<file path="src/rtl/ufo_saucer_pkg.sv">
// Shared types and constants for the UFO saucer controller.
// Sprite geometry and the bonus table sit here so the renderer can import the same values.
package ufo_saucer_pkg;

  typedef enum logic [1:0] {
    ST_IDLE    = 2'd0,
    ST_FLY     = 2'd1,
    ST_EXPLODE = 2'd2
  } ufo_state_e;

  localparam int unsigned UFO_SCREEN_W = 640;
  localparam int unsigned UFO_SPRITE_W = 16;
  localparam int unsigned UFO_ROW_Y    = 40;

  localparam int unsigned POS_W   = 10;
  localparam int unsigned TIMER_W = 16;
  localparam int unsigned EXPL_W  = 8;

  function automatic logic [6:0] bonus_value(input logic [1:0] sel);
    logic [6:0] pts;
    case (sel)
      2'b00:   pts = 7'd5;
      2'b01:   pts = 7'd10;
      2'b10:   pts = 7'd15;
      default: pts = 7'd30;
    endcase
    return pts;
  endfunction

endpackage

</file>
<file path="src/rtl/ufo_saucer_lfsr16.sv">
// 16-bit Fibonacci LFSR (taps 16,14,13,11), free running, reusable for missile timing.
module lfsr16 #(
  parameter logic [15:0] SEED = 16'hACE1
) (
  input  logic        clk,
  input  logic        rst,
  output logic [15:0] lfsr_o
);

  logic [15:0] lfsr_q;
  logic [15:0] lfsr_d;

  // Right-shifting form: polynomial taps 16,14,13,11 land on bits 0,2,3,5.
  assign lfsr_d = {lfsr_q[0] ^ lfsr_q[2] ^ lfsr_q[3] ^ lfsr_q[5], lfsr_q[15:1]};
  assign lfsr_o = lfsr_q;

  always_ff @(posedge clk) begin
    if (rst) lfsr_q <= SEED;
    else     lfsr_q <= lfsr_d;
  end

endmodule

</file>
<file path="src/rtl/ufo_saucer.sv">
// Mystery-ship controller: random spawn delay, one horizontal pass per spawn,
// hit detection with a one-cycle bonus pulse and a frame-counted explosion hold.
module ufo_saucer
  import ufo_saucer_pkg::*;
#(
  parameter int unsigned SCREEN_W       = UFO_SCREEN_W,
  parameter int unsigned UFO_W          = UFO_SPRITE_W,
  parameter int unsigned UFO_Y          = UFO_ROW_Y,
  parameter int unsigned UFO_SPEED      = 2,
  parameter int unsigned SPAWN_MIN      = 256,
  parameter logic [7:0]  SPAWN_MASK     = 8'hFF,
  parameter int unsigned EXPLODE_FRAMES = 30,
  parameter logic [15:0] LFSR_SEED      = 16'hACE1
) (
  input  logic       clk,
  input  logic       rst,
  input  logic       arst,
  input  logic       frame,
  input  logic       ufo_hit,
  input  logic       done,
  output logic       ufo_active,
  output logic       ufo_exploding,
  output logic [9:0] ufo_x,
  output logic [9:0] ufo_y,
  output logic       bonus_valid,
  output logic [6:0] bonus_points
);

  localparam logic [10:0]        X_MAX11   = 11'(SCREEN_W - UFO_W);
  localparam logic [10:0]        STEP11    = 11'(UFO_SPEED);
  localparam logic [POS_W-1:0]   X_MAX     = POS_W'(SCREEN_W - UFO_W);
  localparam logic [POS_W-1:0]   STEP      = POS_W'(UFO_SPEED);
  localparam logic [TIMER_W-1:0] TIMER_MIN = TIMER_W'(SPAWN_MIN);
  localparam logic [EXPL_W-1:0]  EXPL_INIT = EXPL_W'(EXPLODE_FRAMES);

  logic              rst_any;
  logic [15:0]       lfsr;
  logic [TIMER_W-1:0] reload;
  logic [10:0]       x_ext;

  ufo_state_e        state_q, state_d;
  logic              dir_left_q, dir_left_d;
  logic [TIMER_W-1:0] timer_q, timer_d;
  logic [EXPL_W-1:0] expl_cnt_q, expl_cnt_d;
  logic [POS_W-1:0]  x_q, x_d;
  logic              active_q, active_d;
  logic              exploding_q, exploding_d;
  logic              bonus_valid_q, bonus_valid_d;
  logic [6:0]        bonus_points_q, bonus_points_d;

  assign rst_any = rst | arst;

  lfsr16 #(.SEED(LFSR_SEED)) u_lfsr (
    .clk    (clk),
    .rst    (rst_any),
    .lfsr_o (lfsr)
  );

  assign reload = TIMER_MIN + {8'd0, lfsr[7:0] & SPAWN_MASK};
  // Widened so the rightward exit test cannot wrap near the 10-bit limit.
  assign x_ext  = {1'b0, x_q};

  always_comb begin
    state_d        = state_q;
    dir_left_d     = dir_left_q;
    timer_d        = timer_q;
    expl_cnt_d     = expl_cnt_q;
    x_d            = x_q;
    active_d       = active_q;
    exploding_d    = exploding_q;
    bonus_valid_d  = 1'b0;
    bonus_points_d = bonus_points_q;

    case (state_q)
      ST_IDLE: begin
        if (frame) begin
          if (timer_q != '0) begin
            timer_d = timer_q - 1'b1;
          end else if (!done) begin
            state_d  = ST_FLY;
            active_d = 1'b1;
            x_d      = dir_left_q ? X_MAX : '0;
          end
        end
      end

      ST_FLY: begin
        if (done) begin
          state_d  = ST_IDLE;
          active_d = 1'b0;
          x_d      = '0;
        end else if (ufo_hit) begin
          state_d        = ST_EXPLODE;
          active_d       = 1'b0;
          exploding_d    = 1'b1;
          expl_cnt_d     = EXPL_INIT;
          bonus_valid_d  = 1'b1;
          bonus_points_d = bonus_value(lfsr[1:0]);
        end else if (frame) begin
          if ((!dir_left_q && (x_ext + STEP11 > X_MAX11)) ||
              ( dir_left_q && (x_ext < STEP11))) begin
            state_d    = ST_IDLE;
            active_d   = 1'b0;
            dir_left_d = ~dir_left_q;
            timer_d    = reload;
          end else begin
            x_d = dir_left_q ? (x_q - STEP) : (x_q + STEP);
          end
        end
      end

      ST_EXPLODE: begin
        if (frame) begin
          // Leave on the frame that takes the counter to zero.
          if (expl_cnt_q <= EXPL_W'(1)) begin
            state_d     = ST_IDLE;
            exploding_d = 1'b0;
            expl_cnt_d  = '0;
            dir_left_d  = ~dir_left_q;
            timer_d     = reload;
          end else begin
            expl_cnt_d = expl_cnt_q - 1'b1;
          end
        end
      end

      default: begin
        state_d     = ST_IDLE;
        active_d    = 1'b0;
        exploding_d = 1'b0;
      end
    endcase
  end

  always_ff @(posedge clk) begin
    if (rst_any) begin
      state_q        <= ST_IDLE;
      dir_left_q     <= 1'b0;
      timer_q        <= TIMER_MIN;
      expl_cnt_q     <= '0;
      x_q            <= '0;
      active_q       <= 1'b0;
      exploding_q    <= 1'b0;
      bonus_valid_q  <= 1'b0;
      bonus_points_q <= '0;
    end else begin
      state_q        <= state_d;
      dir_left_q     <= dir_left_d;
      timer_q        <= timer_d;
      expl_cnt_q     <= expl_cnt_d;
      x_q            <= x_d;
      active_q       <= active_d;
      exploding_q    <= exploding_d;
      bonus_valid_q  <= bonus_valid_d;
      bonus_points_q <= bonus_points_d;
    end
  end

  assign ufo_active    = active_q;
  assign ufo_exploding = exploding_q;
  assign ufo_x         = x_q;
  assign ufo_y         = POS_W'(UFO_Y);
  assign bonus_valid   = bonus_valid_q;
  assign bonus_points  = bonus_points_q;

endmodule
</file>
<file path="config.mk">
export PLATFORM = sky130hd
export DESIGN_NAME = ufo_saucer
export DESIGN_NICKNAME = d
export VERILOG_FILES = /design/src/rtl/ufo_saucer_pkg.sv /design/src/rtl/ufo_saucer_lfsr16.sv /design/src/rtl/ufo_saucer.sv
export SDC_FILE = /design/constraint.sdc
export NUM_CORES = 1
export LEC_CHECK = 0
export BUFFER_PORTS_ARGS = -buffer_cell sky130_fd_sc_hd__buf_2
export CAP_MARGIN = 20
export CORE_ASPECT_RATIO = 0.5
export CORE_MARGIN = 2
export CORE_UTILIZATION = 55
export DETAILED_ROUTE_END_ITERATION = 8
export PLACE_DENSITY = 0.76
export RECOVER_POWER = 100
export SYNTH_ARGS = -nofsm -noshare
export SYNTH_HDL_FRONTEND = slang
export SYNTH_SLANG_ARGS = --single-unit
</file>
<file path="constraint.sdc">
create_clock -name clk -period 4.5 [get_ports clk]
set_input_delay 0 -clock clk [delete_from_list [all_inputs] [get_ports clk]]
set_output_delay 0 -clock clk [all_outputs]
set_load 0.01 [all_outputs]
</file>
==> metrics <==
outcome finished, final reports clean; Top Ports 36; clock skew around 5.5 ps; initial antenna violation count 0; later-pin clock latency in the skew report 330 ps; cts repair resizes 0; Synth Cell Area 0.00342 mm^2; Worst setup SP type register; Yosys Warn Count 0; crit-path max FO 16; Avg Cell Area, Syn approximately 7.8 um^2; Final Max Tran Viols 0; RR Startpoint ufo_x[1]; TNS Setup 0 ps; Yosys cell types roughly 70; Top Family by Delay on Critical Path simple AND/OR/NAND/NOR gates; htree depth 3; worst hold path stage count 5; CTS Sinks 59; Max-Cap Viols 0; total iterations of the first detailed-routing run 4; Worst VDD drop roughly 0.00029 V; Max Clk Rate between 0.2 and 0.3 GHz; DR iter-0 viols 220; total congestion overflow 0; commonest non-fill, non-tap cell in the layout dfxtp_1; PortBufs 22; pin count of the biggest net entering global routing 34; synthesis-to-layout area growth 9.21%; DR vias slightly above 3,000; worst path required time between 4000 and 5000 ps; cells on worst reg2reg path 8; CP Depth 8; drt via density around 5.6; Buf+Inv Stages, Crit Path 0; dominant synthesized flop cell dfxtp_1; Finish-stage setup viols 0; clock tree buffer depth 2; final hold slack 121 ps; worst slew pin tran about 1100 ps; Hold Crit Class in2reg; Nets about 460; internal power between 0.9 and 1 mW; num rows 20; Max-slew headroom between 20% and 30%; Worst-path clk slew about 60 ps; EDFF count, synth 0; via count of the first global-routing pass between 2,000 and 3,000; Final period util approximately three quarters; Post-synth ARST share 0%; GRT Util Overall 22.9%; Antenna Cells 0; Die W approximately 120 um; # DRC 0; antenna-violating nets left 0; Final Hold Vio Count 0; Die ar. between 0.006 and 0.007 mm^2; layout cells sized above 1 around 6.9%; HP Start ufo_hit; Avg WL per Cell 13.9 um; Lkg Pwr between 1 and 1.5 nW; Starting Density a little under three fifths; Setup Crit Path Kind reg2reg; hpwl dp between 4000 and 5000 um; Comb power frac around 7.5%; routability cong. slightly below 0.9; most frequent CP cell a21oi_1; CTS Buf Count 9; TritonCTS clock tree yes; DIE HEIGHT 59.8 um; RSZ-0062 raised after global routing no; first-pass GRT wire length around 12,000 um; CP startpoint ufo_x[1]; Yosys reg bits 59; Clock Root Buffer clkbuf_16; Crit path largest cell delay roughly 580 ps; power per cell area 341 mW/mm^2; NetSw 0.331 mW; post-synthesis instance total between 400 and 500; Critical Path AT around 3600 ps; sequential share of power a little over two fifths; final WL between 7000 and 8000 um; slowest CP cell dfxtp_1; crit path time final around 3400 ps; switching share of total power 26.0%; commonest non-fill, non-tap cells in the layout dfxtp_1, nor2_1, nand2_1; sequential fraction of the synthesis area between 30% and 40%; kind of end point of the critical path register; Clk network pwr share between 40% and 50%; CP Cell Sequence ha_1, nand3_1, or3_1, a211oi_1, and3b_1, a21oi_1, or4_1, a21oi_1; core footprint approximately 0.0060 mm^2; fillers between 500 and 600
==> worst register-to-register path, cell delays in order, from the launching register on <==
cell,delay (ps)
dfxtp_1,580
ha_1,340
nand3_1,180
or3_1,400
a211oi_1,510
and3b_1,280
a21oi_1,330
or4_1,520
a21oi_1,150
==> power by group through the flow <==
stage	combinational, mW	clock (mW)	sequential [mW]
3_5_place_dp	0.0936	0	0.555
3_3_place_gp	0.0931	0	0.555
5_1_grt	0.107	0.668	0.546
6_report	0.0956	0.633	0.544
2_1_floorplan	0.0836	0	0.552
4_1_cts	0.0961	0.647	0.544
==> path summary, 6_finish.rpt <==
kind | to | slack [ps]
worst max-delay path | timer_q[14] | 1130
worst min-delay path | ufo_exploding | 120
worst max register to register | timer_q[14] | 1130
worst min register to register | u_lfsr.lfsr_o[13] | 410
==> sequential cells by signal, summed over array words and instances (netlist names) <==
name / count
bonus_points: 4
bonus_valid: 1
dir_left_q: 1
expl_cnt_q: 8
state_q: 2
timer_q: 16
u_lfsr.lfsr_o: 16
ufo_active: 1
ufo_exploding: 1
ufo_x: 9
==> synthesized netlist by cell type (4+ instances only) <==
| cell | instances | area (um^2) |
|---|---|---|
| a211oi_1 | 4 | 30.0 |
| a21oi_1 | 27 | 135 |
| a31oi_1 | 7 | 43.8 |
| and2_1 | 11 | 68.8 |
| buf_2 | 4 | 20.0 |
| buf_4 | 19 | 143 |
| clkbuf_1 | 16 | 60.1 |
| dfxtp_1 | 59 | 1180 |
| ha_1 | 8 | 100 |
| inv_1 | 16 | 60.1 |
| mux2i_1 | 5 | 50.1 |
| nand2_1 | 40 | 150 |
| nand2b_1 | 7 | 43.8 |
| nand3_1 | 10 | 50.1 |
| nand4_1 | 6 | 37.5 |
| nor2_1 | 51 | 191 |
| nor2b_1 | 4 | 25.0 |
| nor3_1 | 17 | 85.1 |
| nor4_1 | 6 | 37.5 |
| o211ai_1 | 7 | 52.6 |
| o21ai_0 | 8 | 40.0 |
| o21ai_1 | 11 | 55.1 |
| o22ai_1 | 6 | 37.5 |
| o31ai_1 | 7 | 52.6 |
| or3_1 | 10 | 62.6 |
| or4_1 | 5 | 37.5 |
| xnor2_1 | 4 | 35.0 |
| xor2_1 | 5 | 43.8 |
==> stage by stage <==
| step | setup WS, ps | area [um^2] | utilization, % | total power [mW] | std cells |
|---|---|---|---|---|---|
| 3_3_place_gp | 1600 | 3470 | 57.5 | 0.649 | 519 |
| 6_report | 1130 | 3740 | 62.0 | 1.27 | 538 |
| 2_1_floorplan | 2090 | 3460 | - | 0.636 | 448 |
| 4_1_cts | 1510 | 3770 | 62.6 | 1.29 | 538 |
| 5_1_grt | 829 | 3740 | 62.0 | 1.32 | 538 |
| 3_5_place_dp | 1530 | 3470 | 57.5 | 0.649 | 519 |
==> cell families after synthesis <==
group / after synthesis / share of synthesized area [%]
adders and majority gates: 8 / 2.93
muxes: 6 / 1.79
and+or+nand+nor: 190 / 29.0
other: 2 / 0.219
buffers and inverters: 56 / 8.37
AOI/OAI and AO/OA: 107 / 20.9
DFF: 59 / 34.5
xor gates and xnor gates: 9 / 2.30
==> final cells by class <==
cell class | instances | area (um^2) | share of cell area (%)
Sequential cell | 59 | 1180 | 31.6
Multi-Input combinational cell | 333 | 1990 | 53.2
Inverter | 16 | 60.1 | 1.61
Clock buffer | 9 | 225 | 6.03
Tap cell | 88 | 110 | 2.95
Clock inverter | 7 | 52.6 | 1.41
Timing Repair Buffer | 26 | 121 | 3.25
==> repair_timing <==
action	4_1_cts	5_1_grt
hold buffers	3	0
endpoints found under the setup margin	0	0
hold endpoints to repair	7	0
buffers inserted	0	0
==> metal layers <==
| metal | track usage, % | share of wire (%) | vias up |
|---|---|---|---|
| met3 | 7.10 | 6.5 | 2 |
| met4 | 6.54 | 0.054 | 0 |
| met5 | 0 | 0 | - |
| met2 | 33.2 | 42 | 85 |
| li1 | - | - | 1565 |
| met1 | 32.8 | 51 | 1375 |
Note: power is estimated with default switching activity, not from simulation.
